<file path="config.mk">
export PLATFORM = sky130hd
export DESIGN_NAME = axis_switch_sched_flat
export DESIGN_NICKNAME = d
export VERILOG_FILES = /design/src/rtl/axis_switch_sched_pkg.sv /design/src/rtl/axis_switch_sched_if.sv /design/src/rtl/axis_switch_sched_tbl.sv /design/src/rtl/axis_switch_sched.sv /design/src/flat_wrapper.sv
export SDC_FILE = /design/constraint.sdc
export NUM_CORES = 1
export LEC_CHECK = 0
export CAP_MARGIN = 15
export CORE_UTILIZATION = 56
export CTS_BUF_LIST = sky130_fd_sc_hd__clkbuf_16
export DETAILED_ROUTE_END_ITERATION = 7
export PLACE_DENSITY = 0.82
export SYNTH_ARGS = -nofsm -noshare
export SYNTH_HDL_FRONTEND = slang
export SYNTH_SLANG_ARGS = --single-unit
</file>
<file path="constraint.sdc">
create_clock -name aclk -period 2.75 [get_ports aclk]
set_clock_uncertainty 0.05 [all_clocks]
set_input_delay 0.55 -clock aclk [delete_from_list [all_inputs] [get_ports aclk]]
set_output_delay 0.55 -clock aclk [all_outputs]
set_load 0.02 [all_outputs]
</file>
<file path="src/rtl/axis_switch_sched_pkg.sv">
`default_nettype none
// ============================================================================
//  Module      : axis_switch_sched_pkg
//  Description : Shared types and reset constants for the AXIS switch
//                channel sequencer.
//  Revision    : 1.0 - initial release
// ============================================================================
package axis_switch_sched_pkg;

    // Build-time geometry; the table entry layout below is sized from these.
    localparam int c_N     = 16;
    localparam int c_DEPTH = 16;
    localparam int c_DW    = 16;
    localparam int c_CW    = $clog2(c_N);
    localparam int c_AW    = $clog2(c_DEPTH);

    typedef enum logic [0:0] {
        ST_IDLE = 1'b0,
        ST_RUN  = 1'b1
    } state_t;

    typedef struct packed {
        logic [c_CW-1:0] ch;
        logic [c_DW-1:0] dwell;
    } entry_t;

    localparam state_t           c_rst_state   = ST_IDLE;
    localparam logic [c_CW-1:0]  c_rst_ch_sel  = '0;
    localparam logic [c_AW-1:0]  c_rst_idx     = '0;
    localparam logic             c_rst_blank   = 1'b0;
    localparam logic             c_rst_active  = 1'b0;
    localparam logic             c_rst_done    = 1'b0;

endpackage
`default_nettype wire

</file>
<file path="src/rtl/axis_switch_sched_if.sv">
`default_nettype none
// ============================================================================
//  Module      : axis_switch_sched_if
//  Description : Table-programming, control and channel-select bundle of the
//                AXIS switch channel sequencer.
//  Revision    : 1.0 - initial release
// ============================================================================
interface axis_switch_sched_if #(
    parameter int N     = 16,
    parameter int DEPTH = 16,
    parameter int DW    = 16
);
    localparam int CW = $clog2(N);
    localparam int AW = $clog2(DEPTH);

    logic          tbl_we;
    logic [AW-1:0] tbl_addr;
    logic [CW-1:0] tbl_ch;
    logic [DW-1:0] tbl_dwell;
    logic [AW:0]   n_entries;
    logic          loop;
    logic          start;
    logic          stop;
    logic [CW-1:0] ch_sel;
    logic          blank;
    logic          active;
    logic [AW-1:0] entry_idx;
    logic          done;

    // Controller side: programs the table and issues run requests.
    modport master (
        output tbl_we, tbl_addr, tbl_ch, tbl_dwell, n_entries, loop, start, stop,
        input  ch_sel, blank, active, entry_idx, done
    );

    // Sequencer side.
    modport slave (
        input  tbl_we, tbl_addr, tbl_ch, tbl_dwell, n_entries, loop, start, stop,
        output ch_sel, blank, active, entry_idx, done
    );
endinterface
`default_nettype wire

</file>
<file path="src/rtl/axis_switch_sched_tbl.sv">
`default_nettype none
// ============================================================================
//  Module      : axis_switch_sched_tbl
//  Description : Entry table: synchronous write, asynchronous read, cleared
//                by reset.
//  Revision    : 1.0 - initial release
// ============================================================================
module axis_switch_sched_tbl
    import axis_switch_sched_pkg::*;
#(
    parameter int DEPTH = c_DEPTH,
    parameter int AW    = $clog2(DEPTH)
) (
    input  wire logic          aclk,
    input  wire logic          areset,
    input  wire logic          we,
    input  wire logic [AW-1:0] waddr,
    input  wire entry_t        wdata,
    input  wire logic [AW-1:0] raddr,
    output entry_t             rdata
);

    entry_t r_mem [DEPTH];

    // Reset clears every entry; otherwise a strobed write updates one entry.
    always_ff @(posedge aclk) begin
        if (areset) begin
            for (int i = 0; i < DEPTH; i++) begin
                r_mem[i] <= '0;
            end
        end else if (we) begin
            r_mem[waddr] <= wdata;
        end
    end

    assign rdata = r_mem[raddr];

endmodule
`default_nettype wire

</file>
<file path="src/rtl/axis_switch_sched.sv">
`default_nettype none
// ============================================================================
//  Module      : axis_switch_sched
//  Description : Walks the entry table, driving the switch channel select for
//                each entry's dwell and blanking the stream on channel changes.
//  Revision    : 1.0 - initial release
// ============================================================================
module axis_switch_sched
    import axis_switch_sched_pkg::*;
#(
    parameter int N     = c_N,
    parameter int DEPTH = c_DEPTH,
    parameter int DW    = c_DW,
    parameter int GUARD = 2
) (
    input  wire logic          aclk,
    input  wire logic          areset,
    axis_switch_sched_if.slave bus
);

    localparam int             CW      = $clog2(N);
    localparam int             AW      = $clog2(DEPTH);
    localparam logic [CW:0]    c_n_lim = (CW+1)'(N);
    localparam logic [DW-1:0]  c_guard = DW'(GUARD);

    state_t        r_state,  w_state_nx;
    logic [AW-1:0] r_idx,    w_idx_nx;
    logic [AW:0]   r_n,      w_n_nx;
    logic          r_loop,   w_loop_nx;
    logic [DW-1:0] r_cnt,    w_cnt_nx;     // cycles left in the entry, incl. current
    logic [DW-1:0] r_brem,   w_brem_nx;    // blank cycles left, incl. current
    logic [CW-1:0] r_ch_sel, w_ch_nx;
    logic          r_blank,  w_blank_nx;
    logic          r_active, w_active_nx;
    logic          r_done,   w_done_nx;
    logic          w_load;

    entry_t        w_tbl_wdata;
    entry_t        w_rd_ent;
    logic [AW-1:0] w_rd_addr;
    logic          w_last_entry;
    logic [DW-1:0] w_dwell_eff;
    logic [DW-1:0] w_guard_len;
    logic          w_oor;

    assign w_tbl_wdata = '{ch: bus.tbl_ch, dwell: bus.tbl_dwell};

    axis_switch_sched_tbl #(
        .DEPTH (DEPTH),
        .AW    (AW)
    ) u_tbl (
        .aclk   (aclk),
        .areset (areset),
        .we     (bus.tbl_we),
        .waddr  (bus.tbl_addr),
        .wdata  (w_tbl_wdata),
        .raddr  (w_rd_addr),
        .rdata  (w_rd_ent)
    );

    // The entry that would start next: 0 from IDLE or on wrap, else idx+1.
    assign w_last_entry = ({1'b0, r_idx} == (r_n - (AW+1)'(1)));
    assign w_rd_addr    = (r_state == ST_RUN && !w_last_entry) ? r_idx + AW'(1) : '0;
    assign w_dwell_eff  = (w_rd_ent.dwell == '0) ? DW'(1) : w_rd_ent.dwell;
    assign w_guard_len  = (w_dwell_eff < c_guard) ? w_dwell_eff : c_guard;
    assign w_oor        = ({1'b0, w_rd_ent.ch} >= c_n_lim);

    // Next-state and next-output decode; an entry start is folded into w_load.
    always_comb begin
        w_state_nx  = r_state;
        w_idx_nx    = r_idx;
        w_n_nx      = r_n;
        w_loop_nx   = r_loop;
        w_cnt_nx    = r_cnt;
        w_brem_nx   = r_brem;
        w_ch_nx     = r_ch_sel;
        w_blank_nx  = 1'b0;
        w_active_nx = r_active;
        w_done_nx   = 1'b0;
        w_load      = 1'b0;

        case (r_state)
            ST_IDLE: begin
                if (bus.start && !bus.stop && (bus.n_entries != '0)) begin
                    w_load     = 1'b1;
                    w_n_nx     = bus.n_entries;
                    w_loop_nx  = bus.loop;
                    w_state_nx = ST_RUN;
                end
            end
            ST_RUN: begin
                if (bus.stop) begin
                    w_state_nx  = ST_IDLE;
                    w_active_nx = 1'b0;
                    w_brem_nx   = '0;
                end else if (r_cnt == DW'(1)) begin
                    if (w_last_entry && !r_loop) begin
                        w_state_nx  = ST_IDLE;
                        w_active_nx = 1'b0;
                        w_done_nx   = 1'b1;
                        w_brem_nx   = '0;
                    end else begin
                        w_load = 1'b1;
                    end
                end else begin
                    w_cnt_nx = r_cnt - DW'(1);
                    if (r_brem != '0) begin
                        w_brem_nx = r_brem - DW'(1);
                    end
                    w_blank_nx = (w_brem_nx != '0);
                end
            end
            default: w_state_nx = ST_IDLE;
        endcase

        // Entry start: out-of-range channels keep the select and blank throughout.
        if (w_load) begin
            w_active_nx = 1'b1;
            w_idx_nx    = w_rd_addr;
            w_cnt_nx    = w_dwell_eff;
            if (w_oor) begin
                w_brem_nx = w_dwell_eff;
            end else begin
                w_ch_nx   = w_rd_ent.ch;
                w_brem_nx = (w_rd_ent.ch != r_ch_sel) ? w_guard_len : '0;
            end
            w_blank_nx = (w_brem_nx != '0);
        end
    end

    // State, counters and all outputs are registered here.
    always_ff @(posedge aclk) begin
        if (areset) begin
            r_state  <= c_rst_state;
            r_idx    <= AW'(c_rst_idx);
            r_n      <= '0;
            r_loop   <= 1'b0;
            r_cnt    <= '0;
            r_brem   <= '0;
            r_ch_sel <= CW'(c_rst_ch_sel);
            r_blank  <= c_rst_blank;
            r_active <= c_rst_active;
            r_done   <= c_rst_done;
        end else begin
            r_state  <= w_state_nx;
            r_idx    <= w_idx_nx;
            r_n      <= w_n_nx;
            r_loop   <= w_loop_nx;
            r_cnt    <= w_cnt_nx;
            r_brem   <= w_brem_nx;
            r_ch_sel <= w_ch_nx;
            r_blank  <= w_blank_nx;
            r_active <= w_active_nx;
            r_done   <= w_done_nx;
        end
    end

    assign bus.ch_sel    = r_ch_sel;
    assign bus.blank     = r_blank;
    assign bus.active    = r_active;
    assign bus.entry_idx = r_idx;
    assign bus.done      = r_done;

endmodule
`default_nettype wire

</file>
<file path="src/flat_wrapper.sv">
// flat-port wrapper written by rule: the top's interface ports become plain ports
module axis_switch_sched_flat import axis_switch_sched_pkg::*;
#(
    parameter int N     = c_N,
    parameter int DEPTH = c_DEPTH,
    parameter int DW    = c_DW,
    parameter int GUARD = 2
)
  (aclk, areset, bus_tbl_we, bus_tbl_addr, bus_tbl_ch, bus_tbl_dwell, bus_n_entries, bus_loop, bus_start, bus_stop, bus_ch_sel, bus_blank, bus_active, bus_entry_idx, bus_done);
  axis_switch_sched_if #(.N(N), .DEPTH(DEPTH), .DW(DW)) bus_i ();
  input  wire logic aclk;
  input  wire logic areset;
  input wire logic [$bits(bus_i.tbl_we)-1:0] bus_tbl_we;
  input wire logic [$bits(bus_i.tbl_addr)-1:0] bus_tbl_addr;
  input wire logic [$bits(bus_i.tbl_ch)-1:0] bus_tbl_ch;
  input wire logic [$bits(bus_i.tbl_dwell)-1:0] bus_tbl_dwell;
  input wire logic [$bits(bus_i.n_entries)-1:0] bus_n_entries;
  input wire logic [$bits(bus_i.loop)-1:0] bus_loop;
  input wire logic [$bits(bus_i.start)-1:0] bus_start;
  input wire logic [$bits(bus_i.stop)-1:0] bus_stop;
  output wire logic [$bits(bus_i.ch_sel)-1:0] bus_ch_sel;
  output wire logic [$bits(bus_i.blank)-1:0] bus_blank;
  output wire logic [$bits(bus_i.active)-1:0] bus_active;
  output wire logic [$bits(bus_i.entry_idx)-1:0] bus_entry_idx;
  output wire logic [$bits(bus_i.done)-1:0] bus_done;
  assign bus_i.tbl_we = bus_tbl_we;
  assign bus_i.tbl_addr = bus_tbl_addr;
  assign bus_i.tbl_ch = bus_tbl_ch;
  assign bus_i.tbl_dwell = bus_tbl_dwell;
  assign bus_i.n_entries = bus_n_entries;
  assign bus_i.loop = bus_loop;
  assign bus_i.start = bus_start;
  assign bus_i.stop = bus_stop;
  assign bus_ch_sel = bus_i.ch_sel;
  assign bus_blank = bus_i.blank;
  assign bus_active = bus_i.active;
  assign bus_entry_idx = bus_i.entry_idx;
  assign bus_done = bus_i.done;
  axis_switch_sched #(.N(N), .DEPTH(DEPTH), .DW(DW), .GUARD(GUARD)) u_core (.aclk(aclk), .areset(areset), .bus(bus_i));
endmodule
</file>
==> run metrics, run 1 <==
status=finished, violations left; failing checks=negative setup slack; Final Critical Period=3.29 ns; die area=32500 sq um; async set-reset flop share out of synthesis=0; Net Count, Synth=1562; crit path from=u_core.r_n[0]; number of nets in the layout=1725; Die W=180 um; Worst Setup Start Kind=flop; Post-synth EDFFs=320; Final HPWL DP=33700 um; fillers=2017; CP Class=flop to flop; FP Rows=64; clock latency on the worst-skew pair=0.57 ns; Initial DRC Count=1802; synthesized area=17800 sq um; RD Place Congestion=0.978; layout cells sized above 1=0.217; Syn Inst Count=1521; core footprint=30900 sq um; max cap viols=0; clock slew at reported path FFs=0.06 ns; Max IR drop VDD=680 uV; ys flop type=edfxtp_1; Final Cell Area=21800 sq um; I/O Buffers=45; cell depth of the worst flop-to-flop path=16; max-slew violation count=0; unrepaired setup endpoints after global routing=yes; CTS tree=yes; drt total wl=55200 um; synthesized area per cell=11.7 sq um; critical path required time=3.15 ns; flop2flop setup slack=-0.54 ns; post-place setup slack=-0.474 ns; GRT Util Overall=0.334; register bit count reported by yosys=370; grt ovf=0; Final TNS setup=-4.37 ns; Placed Area=19800 sq um; Tcrit/Tclk final=1.20; drt first pass iters=5; CTS Buf Count=39; Least-Margin Pin Slew=0.782 ns; PwrDens=617 nW/um^2; r2r endpoint=u_core.r_brem[1]; Fin. Hold Viols=0; vias per cell=6.52; Initial Utilization=0.575; Top Ports=46; Avg WL per Cell=26.1 um; Max Clk Rate=304 MHz; CTS Hold Bufs=0; pin count of the biggest net entering global routing=57; vias in the first global route=13500; slew margin rel.=0.479; Crit Path Max Fanout=10; commonest non-fill, non-tap cells in the layout=323 x and2_1, 320 x edfxtp_1, 158 x buf_4; synth warn=0; post-synthesis cell type count=72; drt drc=0; crit path capture=u_core.r_brem[1]; clk buf depth=3; final setup vio count=22; Final Util=0.706; Final WS setup=-0.543 ns; post-synthesis sequential area ratio=0.597; via count=13800; commonest non-fill, non-tap cell in the layout=and2_1; Num Clock Sinks=370; Design Power=13500 uW; Crit. End Element=flop; initial antenna violation count=1; H-tree Lvls=2; Die Y=180 um; LEAKAGE=0.00783 uW; Area Overhead vs Synth=22.7%; first-pass GRT wire length=80900 um; Worst Hold Class=flop to flop; Routed Antenna Nets=0; Root Buffer=clkbuf_16; Critical R2R Launch=u_core.r_n[0]; Crit path arrival time=3.69 ns
per-stage QoR:
step	instances	hold WS, ns
3_5_place_dp	2011	0.416
2_1_floorplan	1521	0.398
3_3_place_gp	2011	0.408
4_1_cts	2095	0.431
5_1_grt	2112	0.454
6_report	2112	0.435
per-layer routing:
layer,up-vias,wire length [um],global-route usage
li1,5864,-,-
met3,172,6000,0.0728
met2,969,26500,0.553
met5,-,0,0
met4,0,2260,0.142
met1,6762,20500,0.425
cells in the mapped netlist, drive strengths merged, types with 11 or more instances:
library cell  instances  area, sq um
nand3                15         75.1
or2                  18          113
a22oi                32          240
mux2i                46          460
inv                  11         41.3
clkbuf               82          308
nor2                109          412
o21ai               103          519
and2                324         2030
a211oi               16          125
dfxtp                50         1000
nor3                 31          155
or3                  13         82.6
edfxtp              320         9610
nand2                54          205
a21oi                87          435
buf                  37          188
mux4                 25          563
what timing repair did:
item,4_1_cts,5_1_grt
pin swaps,9,33
setup buffers,11,14
resized for setup,41,44
gates cloned,1,5
endpoints found under the setup margin,20,24
layout make-up:
class                   count  area, sq um  share of cell area
flip-flops and latches    370        10600               0.486
multi-input cells        1021         7020               0.322
repair buffers            240         2330               0.107
clock buffers              39          976              0.0447
well taps                 396          495              0.0227
clock inverters            33          340              0.0156
inverters                  12         45.0             0.00206
diodes                      1         2.50            0.000115
critical path, stage by stage, from the launching register on:
cell,delay [ns]
dfxtp_2,0.34
inv_2,0.05
ha_4,0.26
xor2_2,0.14
o211ai_1,0.15
buf_4,0.18
a211oi_4,0.28
buf_12,0.17
nor2_4,0.05
buf_4,0.20
a22oi_1,0.22
o22a_1,0.27
nand4_1,0.12
nor3_2,0.15
buf_4,0.16
nand4_1,0.15
a31o_2,0.25
power by group:
| part | leakage, uW | internal [uW] | switching [uW] |
|---|---|---|---|
| clock | 0.000663 | 3110 | 2330 |
| sequential | 0.00346 | 6410 | 140 |
| combinational | 0.00371 | 606 | 873 |
| total | 0.00783 | 10100 | 3350 |
state kept, by name, indices dropped and copies added (netlist names), 4 cells and up:
signal	flops
u_core.r_cnt	16
u_core.bus.ch_sel	4
u_core.u_tbl.r_mem	320
u_core.bus.entry_idx	4
u_core.r_n	5
u_core.r_brem	16
cell families (layout without fill, tap and decap cells):
| kind of cell | Yosys count | after routing | share of synthesized area |
|---|---|---|---|
| and+or+nand+nor | 613 | 614 | 0.193 |
| DFF | 370 | 370 | 0.597 |
| AOI/OAI and AO/OA | 312 | 312 | 0.109 |
| buffers and inverters | 131 | 324 | 0.0304 |
| muxes | 76 | 76 | 0.0607 |
| xor gates and xnor gates | 13 | 13 | 0.00640 |
| adders and majority gates | 6 | 6 | 0.00422 |
| other | 0 | 1 | 0 |
worst min path at each step:
stage | start | end | slack, ns | cells past startpoint
4_1_cts | u_core.r_cnt[6] | u_core.r_cnt[6] | 0.43 | 2
3_5_place_dp | u_core.r_cnt[4] | u_core.r_cnt[4] | 0.42 | 2
5_1_grt | u_core.r_cnt[6] | u_core.r_cnt[6] | 0.45 | 2
2_1_floorplan | u_core.r_cnt[11] | u_core.r_cnt[11] | 0.40 | 2
3_3_place_gp | u_core.r_cnt[4] | u_core.r_cnt[4] | 0.41 | 2
6_report | u_core.r_cnt[15] | u_core.r_cnt[15] | 0.43 | 2
Power figures use the tool's default switching activity.
==> run 2, diff against run 1 <==
- GPL_ROUTABILITY_DRIVEN: not set -> 0
==> run 2 against run 1 <==
The run still ends with negative setup slack left. Sequential cell count unchanged. Sequential power about the same. Count of clock-buffer cells in the layout is 1 higher. Worst hold slack better by 0.0031 ns. Utilization shrank 0.11 points. Register-to-register slack improved by 0.06 ns. Via count up 1.2%. Die area is the same. Maximum frequency rose by 1.9%. Non-clock buffer count decreased by 1. Worst setup slack improved by 0.062 ns. Final cell count down 0.19%. Largest cell class unchanged.
==> run metrics, run 2 (synthesis gave the netlist of run 1 again) <==
status=finished, violations left (unchanged); failing checks=negative setup slack (unchanged); worst hold slack=0.438 ns (was 0.435 ns); Reg power frac=0.498 (was 0.486); Num Clock Sinks=370 (unchanged); pin count of the biggest net entering global routing=56 (was 57); I/O Buffers=45 (unchanged); Final Util=0.705 (was 0.706); Crit Path Max Fanout=3 (was 10); number of nets in the layout=1724 (was 1725); first-pass GRT wire length=80400 um (was 80900 um); critical path required time=3.14 ns (was 3.15 ns); Die Y=180 um (unchanged); Final HPWL DP=33200 um (was 33700 um); max-slew violation count=0 (unchanged); Worst Hold Class=flop to flop (unchanged); layout cells sized above 1=0.227 (was 0.217); post-place setup slack=-0.451 ns (was -0.474 ns); unrepaired setup endpoints after global routing=yes (unchanged); grt ovf=0 (unchanged); Root Buffer=clkbuf_16 (unchanged); P_int=9870 uW (was 10100 uW); initial antenna violation count=2 (was 1); Final Non-Filler Cells=2108 (was 2112); Hold Crit Start=u_core.r_cnt[11] (was u_core.r_cnt[15]); CTS Buf Count=40 (was 39); via count=13900 (was 13800); Max IR drop VDD=536 uV (was 680 uV); clk buf depth=3 (unchanged); clock latency on the worst-skew pair=0.55 ns (was 0.57 ns); Area Overhead vs Synth=22.5% (was 22.7%); clock slew at reported path FFs=0.06 ns (about the same); Most flops, register=u_core.u_tbl.r_mem (unchanged); CTS tree=yes (unchanged); switching component of the power=3280 uW (was 3350 uW); H-tree Lvls=2 (unchanged); largest registers=u_core.u_tbl.r_mem (320), u_core.r_brem (16), u_core.r_cnt (16) (unchanged); Avg WL per Cell=26.4 um (was 26.1 um); commonest non-fill, non-tap cells in the layout=323 x and2_1, 320 x edfxtp_1, 153 x buf_4 (was 323 x and2_1, 320 x edfxtp_1, 158 x buf_4); commonest non-fill, non-tap cell in the layout=and2_1 (unchanged); Worst Setup Start Kind=flop (unchanged); Gate power share=0.116 (was 0.110); final setup vio count=14 (was 22); Sw Share=0.249 (was 0.248); Top Ports=46 (unchanged); Final Critical Period=3.23 ns (was 3.29 ns); Initial DRC Count=2406 (was 1802); CP Class=flop to flop (unchanged); Die W=180 um (unchanged); Fin. Hold Viols=0 (unchanged); Routed Antenna Nets=0 (unchanged); LEAKAGE=0.00782 uW (was 0.00783 uW); Crit path arrival time=3.62 ns (was 3.69 ns); die area=32500 sq um (unchanged); Least-Margin Pin Slew=0.862 ns (was 0.782 ns); Clock power frac=0.387 (was 0.404); dpl cells=2016 (was 2011); max FFs per register=320 (unchanged); crit path from=u_core.r_n[1] (was u_core.r_n[0]); vias per cell=6.61 (was 6.52); vias in the first global route=13600 (was 13500); GRT Util Overall=0.329 (was 0.334); drt first pass iters=8 (was 5); Initial Utilization=0.575 (unchanged); Critical R2R Launch=u_core.r_n[1] (was u_core.r_n[0]); Tcrit/Tclk final=1.17 (was 1.20); Max Clk Rate=309 MHz (was 304 MHz); PwrDens=604 nW/um^2 (was 617 nW/um^2); Final WS setup=-0.481 ns (was -0.543 ns); slew margin rel.=0.425 (was 0.479); drt drc=0 (unchanged); FP Rows=64 (unchanged); Crit. End Element=flop (unchanged); core footprint=30900 sq um (unchanged); max cap viols=0 (unchanged); drt total wl=55700 um (was 55200 um)
run 2: changes by cell type in the layout (fill, tap and decap cells not counted), sizes merged:
cell	previous run	this run
bufinv	5	2
clkinv	19	15
clkinvlp	0	1
buf	192	191
nor2	110	109
inv	21	24
clkbuf	43	44
run 2: area by class of cell:
class	count	area (sq um)
timing repair buffer	239	2310
multi-input combinational	1020	7120
tap	396	495
fill	2017	9120
sequential	370	10600
inverter	12	45.0
clock inverter	30	208
clock buffer	40	1000
antenna	1	2.50
run 2: final timing paths:
check                           to  slack (ns)  depth (start not counted)
setup / recovery  u_core.r_brem[1]       -0.48                         15
setup reg to reg  u_core.r_brem[1]       -0.48                         15
hold / removal    u_core.r_cnt[11]        0.44                          2
hold reg to reg   u_core.r_cnt[11]        0.44                          2
run 2: what timing repair did:
item / CTS / global route
pin swaps: 39 / 23
gates resized for setup: 55 / 67
gates cloned: 3 / 3
endpoints found under the setup margin: 19 / 27
hold buffers: 0 / 0
setup buffers: 13 / 6
run 2: worst max-delay path: stages, from the launching register on:
cell,delay [ns]
dfxtp_2,0.34
inv_2,0.05
ha_4,0.25
xor2_1,0.14
o211ai_1,0.13
a211o_1,0.33
buf_4,0.19
buf_4,0.14
o21ai_0,0.07
a21boi_1,0.21
o32a_1,0.26
nand4_1,0.12
nor3_1,0.24
buf_4,0.19
nand4_1,0.15
a31o_2,0.26
run 2: power by group through the flow:
| stage | combinational, uW | clock, uW | sequential, uW |
|---|---|---|---|
| 3_3_place_gp | 1290 | 0 | 6620 |
| 3_5_place_dp | 1330 | 0 | 6640 |
| 2_1_floorplan | 768 | 0 | 6600 |
| 6_report | 1520 | 5080 | 6550 |
| 5_1_grt | 1610 | 5290 | 6570 |
| 4_1_cts | 1410 | 5040 | 6530 |
run 2: metrics by stage:
step | cell area, sq um | setup TNS [ns] | power, uW
CTS | 21400 | -1.32 | 13000
detailed placement | 19800 | -2.76 | 7980
global route | 21800 | -4.53 | 13500
global placement | 19800 | -1.56 | 7910
floorplan | 17800 | -0.0379 | 7370
finish | 21800 | -2.28 | 13200
run 2: layer usage:
metal  global-route usage  part of all wire  wire, um
met5                    0                 0         0
met4                0.165             0.052      2870
met3               0.0703              0.13      7390
met2                0.534              0.47     26200
met1                0.420              0.35     19200
==> run 3, diff against run 2 <==
- SLEW_MARGIN: not set -> 10
- SYNTH_HIERARCHICAL: not set -> 1
==> run 3 against run 2 <==
Power up 0.66%. Worst hold slack better by 0.0027 ns. Cell area down 3.0%. Critical path depth up 3. Global-route usage down 4.5 points. First-iteration DRC count down 44%. Clock power down 3%. Register-to-register slack worse by 0.74 ns. Combinational power up 15%. Non-clock buffer count down 45. Critical path type unchanged. Die area down 0.84%. The flow finishes with violations (design-rule violations, negative setup slack).
==> run metrics, run 3 <==
drt first pass iters=8 (unchanged); Simple-Gate Fraction of Synth Area=0.191 (was 0.193); max cap viols=0 (unchanged); drt total wl=45900 um (was 55700 um); largest registers=u_core/u_tbl/r_mem (320), u_core/r_brem (16), u_core/r_cnt (16) (was u_core.u_tbl.r_mem (320), u_core.r_brem (16), u_core.r_cnt (16)); layout cells sized above 1=0.272 (was 0.227); max incr delay on CP=0.42 ns (was 0.34 ns); post-synth top area cell=edfxtp_1 (unchanged); Avg WL per Cell=24.8 um (was 26.4 um); Crit. End Element=flop (unchanged); Least-Margin Pin Slew=0.707 ns (was 0.862 ns); CP Class=flop to flop (unchanged); core footprint=30700 sq um (was 30900 sq um); post-synthesis adder-cell area fraction=0.00426 (was 0.00422); Routed Antenna Nets=0 (unchanged); Final Critical Period=3.97 ns (was 3.23 ns); failing checks=design-rule violations, negative setup slack (was negative setup slack); Yosys top cell area share=0.545 (was 0.540); fillers=1983 (was 2017); critical path's slowest cell=mux4_2 (was dfxtp_2); pin count of the biggest net entering global routing=54 (was 56); Top Ports=46 (unchanged); Die W=179 um (was 180 um); Most flops, register=u_core/u_tbl/r_mem (was u_core.u_tbl.r_mem); via count=11700 (was 13900); Final Non-Filler Cells=1851 (was 2108); Max IR drop VDD=580 uV (was 536 uV); async set-reset flop share out of synthesis=0 (unchanged); vias per cell=6.32 (was 6.61); post-synthesis cell type count=68 (was 72); clock latency on the worst-skew pair=0.55 ns (about the same); commonest non-fill, non-tap cell in the layout=and2_1 (unchanged); area share of xor/xnor cells in the synthesized design=0.0119 (was 0.00640); CTS Buf Count=39 (was 40); initial antenna violation count=1 (was 2); synth warn=6 (was 0); ys flop type=edfxtp_1 (unchanged); Root Buffer=clkbuf_16 (unchanged); max-slew violation count=0 (unchanged); compound-cell area share of the yosys netlist=0.0539 (was 0.109); number of nets in the layout=1466 (was 1724); H-tree Lvls=2 (unchanged); clock slew at reported path FFs=0.06 ns (about the same); Initial DRC Count=1348 (was 2406); first-pass GRT wire length=69600 um (was 80400 um); vias in the first global route=12000 (was 13600); Placed Area=19100 sq um (was 19800 sq um); Max Clk Rate=252 MHz (was 309 MHz); post-synthesis sequential area ratio=0.602 (was 0.597); Post-synth EDFFs=320 (unchanged); Num Clock Sinks=370 (unchanged); synthesized area per cell=13.7 sq um (was 11.7 sq um); FP Rows=64 (unchanged); LEAKAGE=0.00750 uW (was 0.00782 uW); Tcrit/Tclk final=1.44 (was 1.17); PwrDens=626 nW/um^2 (was 604 nW/um^2); Area Overhead vs Synth=19.9% (was 22.5%); largest family of logic cells by synthesized area=simple AND/OR/NAND/NOR gates (unchanged); clk buf depth=3 (unchanged); I/O Buffers=45 (unchanged); Final WS setup=-1.22 ns (was -0.481 ns); CTS tree=yes (unchanged); Fin. Hold Viols=0 (unchanged); flop2flop setup slack=-1.22 ns (was -0.48 ns); dpl cells=1739 (was 2016); Initial Utilization=0.573 (was 0.575); cell with the most instances after synthesis=and2_1 (unchanged); Syn Inst Count=1290 (was 1521); unrepaired setup endpoints after global routing=yes (unchanged); Die Y=179 um (was 180 um); final setup vio count=23 (was 14); grt ovf=0 (unchanged); max FFs per register=320 (unchanged); register bit count reported by yosys=370 (unchanged); synthesized area=17600 sq um (was 17800 sq um); status=finished, violations left (unchanged); drt drc=20 (was 0); Crit Path Max Fanout=7 (was 3); multiplexer share of the synthesized area=0.108 (was 0.0607); GRT Util Overall=0.285 (was 0.329); Final Cell Area=21100 sq um (was 21800 sq um); Crit path arrival time=4.37 ns (was 3.62 ns); die area=32200 sq um (was 32500 sq um); slew margin rel.=0.528 (was 0.425); Net Count, Synth=1331 (was 1562); critical-path cell list=inv_2, ha_4, xnor2_1, o32a_1, a211oi_2, buf_4, nor3b_4, buf_12, buf_12, buf_16, mux4_2, a22oi_2, nand2_2, nor4_4, buf_4, nand4_1, nor3b_2, a211oi_2 (was inv_2, ha_4, xor2_1, o211ai_1, a211o_1, buf_4, buf_4, o21ai_0, a21boi_1, o32a_1, nand4_1, nor3_1, buf_4, nand4_1, a31o_2); Commonest cells post-synth=324 x and2_1, 320 x edfxtp_1, 69 x clkbuf_1 (was 323 x and2_1, 320 x edfxtp_1, 108 x nor2_1); top cells by area, synth=edfxtp_1 54%, and2_1 11%, mux4_2 8.2%, dfxtp_1 5.7%, mux4_1 2.4% (was edfxtp_1 54%, and2_1 11%, dfxtp_1 5.6%, mux4_2 3.2%, o21ai_0 2.8%); commonest non-fill, non-tap cells in the layout=324 x and2_1, 320 x edfxtp_1, 108 x buf_4 (was 323 x and2_1, 320 x edfxtp_1, 153 x buf_4); Worst Hold Class=flop to flop (unchanged); Worst Setup Start Kind=flop (unchanged); Final HPWL DP=27200 um (was 33200 um); critical path required time=3.15 ns (was 3.14 ns)
-- run 3: final timing paths --
check	start	to	cells after the start
worst max-delay path	u_core/r_n[1]	u_core/r_cnt[0]	18
worst min-delay path	u_core/r_cnt[6]	u_core/r_cnt[6]	2
worst min register to register	u_core/r_cnt[6]	u_core/r_cnt[6]	2
worst max register to register	u_core/r_n[1]	u_core/r_cnt[0]	18
-- run 3: layout make-up --
| type | instances | area, sq um | share of cell area |
|---|---|---|---|
| clock buffers | 39 | 976 | 0.0462 |
| diodes | 1 | 2.50 | 0.000118 |
| clock inverters | 31 | 193 | 0.00912 |
| inverters | 9 | 33.8 | 0.00160 |
| flip-flops and latches | 370 | 10600 | 0.502 |
| multi-input cells | 811 | 6830 | 0.323 |
| well taps | 396 | 495 | 0.0234 |
| repair buffers | 194 | 2000 | 0.0945 |
-- run 3: kinds of logic after synthesis --
kind of cell	Yosys count
AOI/OAI and AO/OA	131
xor gates and xnor gates	24
buffers and inverters	110
muxes	84
DFF	370
and+or+nand+nor	565
adders and majority gates	6
-- run 3: timing repair --
item / CTS / global route
hold endpoints to repair: 0 / 0
pin swaps: 20 / 27
buffers inserted: 20 / 19
hold buffers: 0 / 0
cloned: 3 / 2
setup endpoints to repair: 23 / 23
resized for setup: 55 / 42
-- run 3: layer usage --
metal | share of wire | GRT usage | vias to the layer above
li1 | - | - | 5022
met1 | 0.38 | 0.364 | 5894
met2 | 0.50 | 0.483 | 645
met3 | 0.078 | 0.0511 | 132
met4 | 0.035 | 0.116 | 0
met5 | 0 | 0 | -
-- run 3: metrics by stage --
stage	utilization	setup WS (ns)	TNS, ns	hold WS (ns)	total power, uW
3_5_place_dp	0.623	-1.48	-21.80	0.419	8210
5_1_grt	0.687	-1.36	-17.87	0.451	13600
3_3_place_gp	0.623	-1.42	-20.30	0.412	8140
4_1_cts	0.675	-1.03	-12.38	0.442	13100
2_1_floorplan	-	-0.438	-1.58	0.401	7670
6_report	0.687	-1.22	-15.96	0.440	13200
-- run 3: report_power, final --
group          switching [uW]  internal (uW)
clock                    2150           2760
sequential                158           6420
combinational             943            807
total                    3250           9990
-- run 3: critical path, delay by kind of cell (launching register included) --
family / cells / cell delay, ns
AOI/OAI and AO/OA: 4 / 1.07
xor gates and xnor gates: 1 / 0.12
adders and majority gates: 1 / 0.17
buffers and inverters: 6 / 0.78
DFF: 1 / 0.34
muxes: 1 / 0.42
and+or+nand+nor: 5 / 0.90
